**config.mk**
```make
export PLATFORM = sky130hd
export DESIGN_NAME = key_event_arbiter
export DESIGN_NICKNAME = d
export VERILOG_FILES = /design/src/rtl/key_event_arbiter.sv
export SDC_FILE = /design/constraint.sdc
export NUM_CORES = 1
export LEC_CHECK = 0
export ABC_AREA = 1
export CAP_MARGIN = 20
export CELL_PAD_IN_SITES_DETAIL_PLACEMENT = 0
export CELL_PAD_IN_SITES_GLOBAL_PLACEMENT = 1
export CORE_MARGIN = 2
export CORE_UTILIZATION = 36
export DETAILED_ROUTE_END_ITERATION = 12
export PLACE_DENSITY_LB_ADDON = 0.1
export SLEW_MARGIN = 5
export SYNTH_ARGS = -nofsm -noshare
export SYNTH_HDL_FRONTEND = slang
export SYNTH_SLANG_ARGS = --single-unit
```
**constraint.sdc**
```tcl
create_clock -name clk -period 1.8 [get_ports clk]
set_input_delay 0.54 -clock clk [delete_from_list [all_inputs] [get_ports clk]]
set_output_delay 0.54 -clock clk [all_outputs]
set_load 0.005 [all_outputs]
```
**src/rtl/key_event_arbiter.sv**
```systemverilog
// key_event_arbiter: queues one-cycle key press pulses in per-key saturating
// counters and serialises them onto one valid/ready event port using
// round-robin arbitration.
// Optional feature macro: EVT_TIMEOUT_EN. When it is defined, an event that
// is not accepted within TIMEOUT_CYC cycles is dropped and evt_drop pulses.
module key_event_arbiter #(
  parameter int unsigned N_KEYS      = 3,
  parameter int unsigned CNT_W       = 4,
  parameter int unsigned ID_W        = 2,
  parameter int unsigned TIMEOUT_CYC = 1000
) (
  input  logic              clk,
  input  logic              rst,
  input  logic [N_KEYS-1:0] press,
  input  logic              ovf_clr,
  output logic              evt_valid,
  input  logic              evt_ready,
  output logic [ID_W-1:0]   evt_id,
  output logic [N_KEYS-1:0] pending,
  output logic [N_KEYS-1:0] ovf,
  output logic              busy,
  output logic              evt_drop
);

  localparam logic [CNT_W-1:0] CNT_MAX = '1;

  typedef enum logic [1:0] {
    S_IDLE    = 2'd0,
    S_ARB     = 2'd1,
    S_PRESENT = 2'd2
  } state_t;

  state_t              state, state_nx;
  logic [CNT_W-1:0]    cnt    [N_KEYS];
  logic [CNT_W-1:0]    cnt_nx [N_KEYS];
  logic [N_KEYS-1:0]   nz;
  logic [N_KEYS-1:0]   dec;
  logic [N_KEYS-1:0]   ovf_nx;
  logic [N_KEYS-1:0]   pending_nx;
  logic [ID_W-1:0]     last_grant, last_grant_nx;
  logic [ID_W-1:0]     evt_id_nx;
  logic [ID_W-1:0]     winner, win_hi, win_lo;
  logic                found_hi;
  logic                evt_valid_nx;

`ifdef EVT_TIMEOUT_EN
  localparam int unsigned STALL_W = $clog2(TIMEOUT_CYC + 1);
  logic [STALL_W-1:0] stall, stall_nx;
  logic               drop_nx;
`else
  // The stall limit has no effect without the timer; referenced here so the
  // parameter list stays identical in both builds.
  if (TIMEOUT_CYC == 0) begin : g_timeout_unused
  end
`endif

  // Nonzero flags of the current counters feed both IDLE wake-up and the search.
  always_comb begin
    for (int i = 0; i < N_KEYS; i++) begin
      nz[i] = (cnt[i] != '0);
    end
  end

  // Round-robin search: lowest nonzero key above last_grant, else lowest nonzero key.
  always_comb begin
    win_hi   = '0;
    win_lo   = '0;
    found_hi = 1'b0;
    for (int i = N_KEYS - 1; i >= 0; i--) begin
      if (nz[i]) begin
        win_lo = ID_W'(i);
        if (i > int'(last_grant)) begin
          win_hi   = ID_W'(i);
          found_hi = 1'b1;
        end
      end
    end
    winner = found_hi ? win_hi : win_lo;
  end

  // Next-state and registered-output values of the event FSM.
  always_comb begin
    state_nx      = state;
    evt_valid_nx  = evt_valid;
    evt_id_nx     = evt_id;
    last_grant_nx = last_grant;
    dec           = '0;
`ifdef EVT_TIMEOUT_EN
    stall_nx      = stall;
    drop_nx       = 1'b0;
`endif
    case (state)
      S_IDLE: begin
        if (|nz) begin
          state_nx = S_ARB;
        end
      end
      S_ARB: begin
        evt_id_nx     = winner;
        evt_valid_nx  = 1'b1;
        last_grant_nx = winner;
        dec           = N_KEYS'(1) << winner;
        state_nx      = S_PRESENT;
`ifdef EVT_TIMEOUT_EN
        stall_nx      = '0;
`endif
      end
      S_PRESENT: begin
        if (evt_valid && evt_ready) begin
          evt_valid_nx = 1'b0;
          state_nx     = S_IDLE;
        end
`ifdef EVT_TIMEOUT_EN
        else if (stall == STALL_W'(TIMEOUT_CYC - 1)) begin
          evt_valid_nx = 1'b0;
          drop_nx      = 1'b1;
          state_nx     = S_IDLE;
        end else begin
          stall_nx = stall + STALL_W'(1);
        end
`endif
      end
      default: begin
        evt_valid_nx = 1'b0;
        state_nx     = S_IDLE;
      end
    endcase
  end

  // Per-key counter arithmetic: +press -grant, saturating, with sticky overflow.
  always_comb begin
    for (int i = 0; i < N_KEYS; i++) begin
      cnt_nx[i] = cnt[i];
      ovf_nx[i] = ovf[i] & ~ovf_clr;
      if (press[i] && !dec[i]) begin
        if (cnt[i] == CNT_MAX) begin
          ovf_nx[i] = 1'b1;
        end else begin
          cnt_nx[i] = cnt[i] + CNT_W'(1);
        end
      end else if (!press[i] && dec[i]) begin
        cnt_nx[i] = cnt[i] - CNT_W'(1);
      end
      pending_nx[i] = (cnt_nx[i] != '0);
    end
  end

  // State, counters and registered outputs.
  always_ff @(posedge clk) begin
    if (rst) begin
      state      <= S_IDLE;
      last_grant <= ID_W'(N_KEYS - 1);
      evt_valid  <= 1'b0;
      evt_id     <= '0;
      pending    <= '0;
      ovf        <= '0;
      busy       <= 1'b0;
      for (int i = 0; i < N_KEYS; i++) begin
        cnt[i] <= '0;
      end
    end else begin
      state      <= state_nx;
      last_grant <= last_grant_nx;
      evt_valid  <= evt_valid_nx;
      evt_id     <= evt_id_nx;
      pending    <= pending_nx;
      ovf        <= ovf_nx;
      busy       <= (state_nx != S_IDLE);
      for (int i = 0; i < N_KEYS; i++) begin
        cnt[i] <= cnt_nx[i];
      end
    end
  end

`ifdef EVT_TIMEOUT_EN
  // Stall timer and drop pulse for unaccepted events.
  always_ff @(posedge clk) begin
    if (rst) begin
      stall    <= '0;
      evt_drop <= 1'b0;
    end else begin
      stall    <= stall_nx;
      evt_drop <= drop_nx;
    end
  end
`else
  assign evt_drop = 1'b0;
`endif

endmodule

```
; Yosys cells after proc, flatten, opt, wreduce, memory -nomap -nowiden
; Memories as Yosys holds them, arrays and structs flattened.
; Index checks and enable logic that the tools add are counted.
[word_totals]
memories = 1
reg_bits = 14
out_inout_bits = 11
mem_bits_rw = 12
wordCells = 93
[op_classes]
shifts = 1
bitwise = 8
n_mux = 39
magnitude_cmp = 2
reduce_logical = 23
n_addsub = 6
eq_ne = 6
[memory_table]
columns = name, words, width, rd, rd_ports_with_merged_regs, wr, line_no
row1 = cnt, 3, 4, 3, 0, 3, 34  ; logic [CNT_W-1:0] cnt [N_KEYS];
[ops]
columns = operator, n
row1 = two-way mux 4 bit, 12
row2 = nonzero test 4 bit, 6
row3 = two-way mux 2 bit, 10
row4 = two-way mux 1 bit, 14
row5 = adder 4 x 1 -> 4 bit (second input constant), 3
row6 = equality test 4 bit (second input constant), 3
row7 = subtractor 4 x 1 -> 4 bit (second input constant), 3
row8 = logical AND 1 bit, 7
row9 = logical NOT 1 bit, 6
row10 = one-hot mux 2 bit (3 select lines), 1
row11 = AND 1 bit, 3
row12 = two-way mux 3 bit, 1
row13 = OR 1 bit, 3
row14 = one-hot mux 1 bit (3 select lines), 1
row15 = OR reduction 3 bit, 1
row16 = << shifter 1 x 2 -> 3 bit (first input constant), 1
row17 = equality test 2 x 1 -> 1 bit (second input constant), 1
row18 = equality test 2 bit (second input constant), 1
row19 = greater-than comparator 1 x 2 -> 1 bit (first input constant), 1
row20 = greater-than comparator 2 bit (first input constant), 1
row21 = logical NOT 2 bit, 1
row22 = inequality test 2 bit (second input constant), 1
row23 = NOT 1 bit, 2
row24 = AND reduction 2 bit, 1
row25 = nonzero test 2 bit, 1

; Longest topological paths before layout
; Gate-level depths: netlist (run 1).
[depth]
word_depth = 12
mapped_depth = 16
mapped_depth_nobuf = 16

; Least setup slack after synthesis (run 1)
; Ideal clock, no wire load.
[synth_path]
path_kind = reg-to-reg
from = mem cnt[1][0], in the netlist cnt[0][4]
to = reg pending[0]
setup_time_ps = 132
arrival_ps = 1580
path_stages_with_launch = 15
setup_slack_ps = 88
cell_sequence = dfxtp_1 inv_1 ha_1 nand2_1 nor2_2 nand2_1 nand2_2 nand2_2 nand2_1 nor2_2 nand3_1 nand3_1 nand2_1 nor2_1 a21oi_1
[synth_rtl]
columns = item, line_no
row1 = start: declaration, 34
row2 = end signal: assignment, 166  ; pending <= pending_nx;
row3 = end: declaration, 19  ; output logic [N_KEYS-1:0] pending,

==> impl_metrics.toml, run 1 <==
[outcome]
run_status = "complete, no violations"

[cts]
clk_latency_worst_skew_pair_ns = 0.28
numClockSinks = 25
postCtsHoldBufs = 0
cts_tree = "yes"
root_buffer = "clkbuf_8"
numCtsBuffers = 3
clkSlewWorstSetupHoldPaths_ns = 0.09
maximum_root_to_sink_buffer_count = 2
h-tree-depth = 1

[min_path]
timing.hold.worst.class = "reg2reg"

[route]
detailedRoute.firstIterationViolations = 95
drt-wirelength-per-cell_um = 12.2
ant_nets = 0
wl_mm = 4.30
vias_per_cell = 4.75
remaining_drc_errors = 0
detailroute.via_count = 1673
drt-pass1-iter-count = 4

[finish]
num_antenna_cells = 0
mostFrequentLayoutCells = "buf_4, nand2_1, nand3_1, inv_1, dfxtp_1"
num-nets-final = 315
drive_gt1_frac = 0.430
final-instance-count-excl-fill = 352
mostFrequentLayoutCell = "buf_4"
synthToLayoutAreaGrowth_pct = 52.9

[placed_design]
dp_hpwl_mm = 3.06
dp.cells = 335
place.gp.congestion = 0.897
numPortBuffers = 16

[global_route]
met3_usage = 0.0216
global_route.usage.total = 0.182
grt.busiest_layer = "met2"
antenna_violations_before_repair = 0
global_route.usage.met2 = 0.307
gr-usage-met1 = 0.242
grt_remaining_overflow = 0
grt_pass1_wl_mm = 7.31
grt_max_degree = 15
first_global_vias = 1599

[power]
power.combinational.fraction = 0.634
swShare = 0.418
total_power_w = 0.00314
vdd.ir_drop.worst_mv = 0.705
power.clock.fraction = 0.113
seq_power_share = 0.254
switchingPower_w = 0.00131
powerDensity_nw_per_um2 = 1290
power_report.internal_total_w = 0.00182
power.static_leakage_nw = 1.11

[critical_path]
crit_chain = "inv_2 > ha_4 > nand2_4 > nor2_4 > nand2_2 > nand2_4 > nand2_4 > nand4_1 > buf_4 > nand2_4 > nand3_4 > nand2_2 > nor2_2 > a21oi_1"
cp_slowest_cell = "dfxtp_2"
worstSetupStartpointType = "flop"
worst-endpoint-arrival_ns = 1.97
critPathCaptureType = "flop"
max_stage_delay_ns = 0.34
cp_data_required_time_ns = 1.98
crit_path_max_fo = 3
critical_path_class = "reg2reg"
critical_path.most_common_cell = "nand2_4"
path_delay_family = "simple AND/OR/NAND/NOR gates"
critPathBufInv = 2

[yosys]
synthDominantCellAreaShare = 0.314
synth_edf_count = 0
mapped_nets = 249
post_synth_main_area_contributors = "dfxtp_1, nand2_1, nand3_1"
synth_fa_ha_area_frac = 0.0550
post_synth_xor_area_fraction = 0.0220
synthCells = 235
portion_of_the_post_synthesis_area_used_by_sequential_elements = 0.314
netlist_area_um2 = 1590
synth_mux_area_frac = 0
async_reset_ff_frac = 0
yosys_cell_types = 31
post_synth_simple_gate_area = 0.384
largest_family_of_logic_cells_by_synthesized_area = "simple AND/OR/NAND/NOR gates"
postSynthRegisterBits = 25
synth-warning-count = 0
postSynthAreaPerCell_um2 = 6.78
synth-main-ff-cell = "dfxtp_1"
synth_top_area_cell = "dfxtp_1"
synth-compound-area-share = 0.122

[floorplan]
die_y_um = 70.5
dieArea_um2 = 4970
die-width_um = 70.5
design.portCount = 18
std_cell_rows = 24
initial_utilization = 0.371
core_um2 = 4290

[timing]
max_freq_mhz = 557
timing.final.setup_violations = 0
finalHoldViolCount = 0
final_min_period_over_clock_period = 0.997
finalClockSkew_ns = 0.00203
timing.final.crit_period_ns = 1.80
rsz_0062_raised_after_global_routing = "yes"
number_of_slew_limit_violations_in_the_final_report = 0

[run]
max-cap-violations = 0
[metal layers]
layer | vias up | part of all wire
met5 | - | 0
met4 | 0 | 0.015
met3 | 7 | 0.027
met2 | 26 | 0.48
met1 | 754 | 0.48
li1 | 886 | -
[synth_stat cells (2+ instances only)]
master    count
a21oi_1      21
a31oi_1       3
buf_4         2
clkbuf_1      2
dfxtp_1      25
ha_1          7
inv_1        26
inv_2         9
nand2_1      50
nand2_2       6
nand2_4       2
nand3_1      36
nand4_1       2
nor2_1       12
nor2_2        4
nor2_4        2
nor3_1        4
o211ai_1      2
o21ai_0       4
o21ai_1       2
xor2_1        4
[final cells by class]
cell class / count / area [µm²]
clock buffers: 4 / 45.0
fillers: 445 / 1860
inverters: 36 / 138
multi-input cells: 170 / 1140
flip-flops and latches: 25 / 507
well taps: 52 / 65.1
repair buffers: 65 / 539
[path summary, 6_finish.rpt]
| path | start | end | slack, ns | depth (start not counted) |
|---|---|---|---|---|
| worst max-delay path | cnt[0][4] | pending[0] | 0.005 | 14 |
| worst min-delay path | state[0] | state[0] | 0.43 | 1 |
| worst max register to register | cnt[0][4] | pending[0] | 0.005 | 14 |
| worst min register to register | state[0] | state[0] | 0.43 | 1 |
[sequential cells by signal, summed over array words and instances (netlist names)]
name and count:
cnt 12, ovf 3, pending 3, evt_id 2
state 2, busy 1, evt_valid 1, last_grant 1
[worst reg2reg max path: cells and delay by family, from the launching register on]
kind,cells,cell delay [ns]
DFF,1,0.34
adders and majority gates,1,0.16
buffers and inverters,2,0.23
AOI/OAI and AO/OA,1,0.07
and+or+nand+nor,10,0.92
[stage by stage]
stage	hold WS [ns]	worst slack, ns	TNS (ns)	cell area [µm²]	util
2_1_floorplan	0.404	0.0878	0	1590	-
3_3_place_gp	0.416	-0.202	-0.466	2070	0.481
3_5_place_dp	0.421	-0.145	-0.306	2070	0.481
4_1_cts	0.436	0.00726	0	2230	0.520
5_1_grt	0.449	-0.140	-0.473	2430	0.567
6_report	0.433	0.00484	0	2430	0.567
[power groups by stage]
stage / Combinational, W / Clock, W / Sequential [W]
2_1_floorplan: 0.000888 / 0 / 0.000794
3_3_place_gp: 0.00151 / 0 / 0.000784
3_5_place_dp: 0.00149 / 0 / 0.000785
4_1_cts: 0.00168 / 0.000371 / 0.000781
5_1_grt: 0.00219 / 0.000385 / 0.000818
6_report: 0.00199 / 0.000354 / 0.000796
[logic make-up (layout without fill, tap and decap cells)]
kind of cell	count (synthesis)	count (layout)
other cells	1	1
fa+ha+maj	7	7
buf+inv	40	105
xor+xnor	4	4
simple gates	124	124
flops	25	25
compound gates	34	34
[repair_timing]
item,CTS,global route
buffers inserted,7,6
pin swaps,16,29
resized for setup,20,45
gates cloned,0,0
setup endpoints to repair,6,12
No activity file was read; power rests on OpenSTA's default activity.
==> run 2, diff against run 1 <==
- CAP_MARGIN: 20 -> 15
==> results of run 2 <==
Same layout as run 1: the final DEF is identical, and so are final timing and power.
==> run 3, diff against run 2 <==
- ABC_AREA: 1 -> unset
- CORE_UTILIZATION: 36 -> 38
==> run 3 against run 2 <==
The run now ends with negative setup slack left; design area up 12%; combinational power is 47% higher; die area is 2.9% lower; synthesized cell count shrank 18%; via count increased by 0.18%; global-route usage grew 0.46 points; synthesized area grew 2.3%; power is 32% higher; critical endpoint is now pending[2]; setup slack got worse by 0.26 ns; sequential power grew 10%.
==> impl_metrics.toml, run 3 <==
[outcome]
run_status = "finished, violations left"
failing_checks = "negative setup slack"

[placed_design]
numPortBuffers = 16
dp.cells = 290
place.gp.congestion = 0.806
dp_hpwl_mm = 3.28
place_ws_ns = -0.399

[yosys]
synth_fa_ha_area_frac = 0.0538
synth-main-ff-cell = "dfxtp_1"
synth_mux_area_frac = 0.0699
postSynthAreaPerCell_um2 = 8.48
synth-compound-area-share = 0.231
synth-warning-count = 0
post_synth_main_area_contributors = "dfxtp_1, ha_1, nor2_1"
largest_family_of_logic_cells_by_synthesized_area = "simple AND/OR/NAND/NOR gates"
post_synth_xor_area_fraction = 0.0108
post_synth_simple_gate_area = 0.256
synth_top_area_cell = "dfxtp_1"
async_reset_ff_frac = 0
portion_of_the_post_synthesis_area_used_by_sequential_elements = 0.307
netlist_area_um2 = 1630
postSynthRegisterBits = 25
yosys-top-cells-count = "dfxtp_1, nor2_1, nand2_1, a21oi_1, inv_1"
synthCells = 192
mapped_nets = 206
synthDominantCellAreaShare = 0.307
yosys.cell_count.top_type = "dfxtp_1"
yosys_cell_types = 58
synth_edf_count = 0

[timing]
setup_ws_ns = -0.259
number_of_slew_limit_violations_in_the_final_report = 0
finalHoldViolCount = 0
rsz_0062_raised_after_global_routing = "yes"
timing.final.setup_violations = 18
max_freq_mhz = 486
finalClockSkew_ns = 0.00745
timing.final.crit_period_ns = 2.06
final_min_period_over_clock_period = 1.14

[critical_path]
worst-endpoint-arrival_ns = 2.20
worstSetupStartpointType = "flop"
critical_path_class = "reg2reg"
r2r-start = "cnt[0][0]"
worst_r2r_path_depth = 10
crit-reg2reg-capture = "pending[2]"
critPathCaptureType = "flop"
crit_path_max_fo = 5
cp_data_required_time_ns = 1.94
critical_path.endpoint = "pending[2]"
r2r_slack_ns = -0.26
worstSetupStartpoint = "cnt[0][0]"

[finish]
num-nets-final = 272
mostFrequentLayoutCell = "buf_4"
mostFrequentLayoutCells = "buf_4, nor2_1, dfxtp_1, clkdlybuf4s50_1, nand2_1"
largestRegisters = "cnt x12, ovf x3, pending x3"
max_flop_register = "cnt"
synthToLayoutAreaGrowth_pct = 67.4
final-instance-count-excl-fill = 307
fill_cells = 320
num_antenna_cells = 0
drive_gt1_frac = 0.502
flip_flop_count_of_the_largest_register_all_copies_and_words_added = 12

[global_route]
global_route.usage.total = 0.187
first_global_vias = 1665
grt_max_degree = 15
grt_remaining_overflow = 0
grt_pass1_wl_mm = 7.51
antenna_violations_before_repair = 0

[min_path]
timing.hold.worst.class = "reg2reg"
startpoint_of_the_tightest_hold_check_path = "evt_id[1]"

[power]
powerDensity_nw_per_um2 = 1520
power.static_leakage_nw = 1.05
vdd.ir_drop.worst_mv = 0.716

[cts]
numCtsBuffers = 3
root_buffer = "clkbuf_8"
numClockSinks = 25
h-tree-depth = 1
maximum_root_to_sink_buffer_count = 2
clk_latency_worst_skew_pair_ns = 0.27
cts_tree = "yes"
clkSlewWorstSetupHoldPaths_ns = 0.10
postCtsHoldBufs = 0

[floorplan]
std_cell_rows = 23
die_y_um = 69.5
die-width_um = 69.5
core_um2 = 4060
initial_utilization = 0.401
design.portCount = 18
dieArea_um2 = 4830

[route]
drt-pass1-iter-count = 4
detailroute.via_count = 1676
detailedRoute.firstIterationViolations = 81
remaining_drc_errors = 0
vias_per_cell = 5.46
drt-wirelength-per-cell_um = 15.0
ant_nets = 0
wl_mm = 4.60

[run]
max-cap-violations = 0
[run 3: changes by cell type in the layout (fill, tap and decap cells not counted), moves of 7 or more]
cell     delta
a21oi_1    -11
buf_6       +8
inv_1      -15
inv_2      -12
nand2_1    -26
nand2_2     -9
nand2_4     -7
nand3_1    -18
nand3_2    -11
nor2_1     +14
[run 3: layout make-up]
type / instances / area (µm²) / share of cell area
multi-input cells: 146 / 1430 / 0.524
repair buffers: 71 / 622 / 0.228
flip-flops and latches: 25 / 519 / 0.190
well taps: 50 / 62.6 / 0.0229
inverters: 11 / 48.8 / 0.0179
clock buffers: 3 / 41.3 / 0.0151
clock inverters: 1 / 5.00 / 0.00183
[run 3: kinds of logic after synthesis]
group / after synthesis
buffers and inverters: 21
adders and majority gates: 7
DFF: 25
muxes: 11
other: 1
AOI/OAI and AO/OA: 48
and+or+nand+nor: 77
xor gates and xnor gates: 2
[run 3: report_power, final]
part / internal [W] / switching (W) / leakage [nW]
combinational: 0.00157 / 0.00135 / 0.818
clock: 0.000155 / 0.000191 / 0.0255
sequential: 0.000736 / 0.000141 / 0.209
total: 0.00247 / 0.00168 / 1.05
[run 3: repair_timing]
action | 4_1_cts | 5_1_grt
setup endpoints to repair | 19 | 21
buffers inserted | 6 | 8
pin swaps | 10 | 26
gates resized for setup | 29 | 49
[run 3: critical path, stage by stage, from the launching register on]
cell and delay, ns:
dfxtp_4 0.37, inv_4 0.04, ha_4 0.16, nor3b_4 0.16, buf_4 0.14, a21boi_4 0.21
or2_4 0.18, buf_6 0.11, nand4b_1 0.18, a31oi_4 0.25, a41oi_2 0.13
[run 3: metrics by stage]
step	total power, W	TNS, ns	instance area (µm²)	util	hold WS, ns
2_1_floorplan	0.00212	-0.628	1730	-	0.451
3_3_place_gp	0.00285	-2.78	2190	0.539	0.465
3_5_place_dp	0.00289	-3.35	2190	0.539	0.464
4_1_cts	0.00357	-2.47	2420	0.597	0.481
5_1_grt	0.00443	-3.89	2730	0.672	0.510
6_report	0.00414	-2.32	2730	0.672	0.484
[run 3: how the worst min path moves through the flow]
stage,end,cells past startpoint
after floorplan,evt_id[1],2
final,evt_id[1],2
after global placement,evt_id[1],2
after detailed placement,evt_id[1],2
after CTS,evt_id[1],2
after global routing,evt_id[1],2
[run 3: per-layer routing]
layer	global-route usage	wire length, µm
met5	0	0
met4	0.0370	53
met3	0.0276	118
met2	0.333	2310
met1	0.238	2120
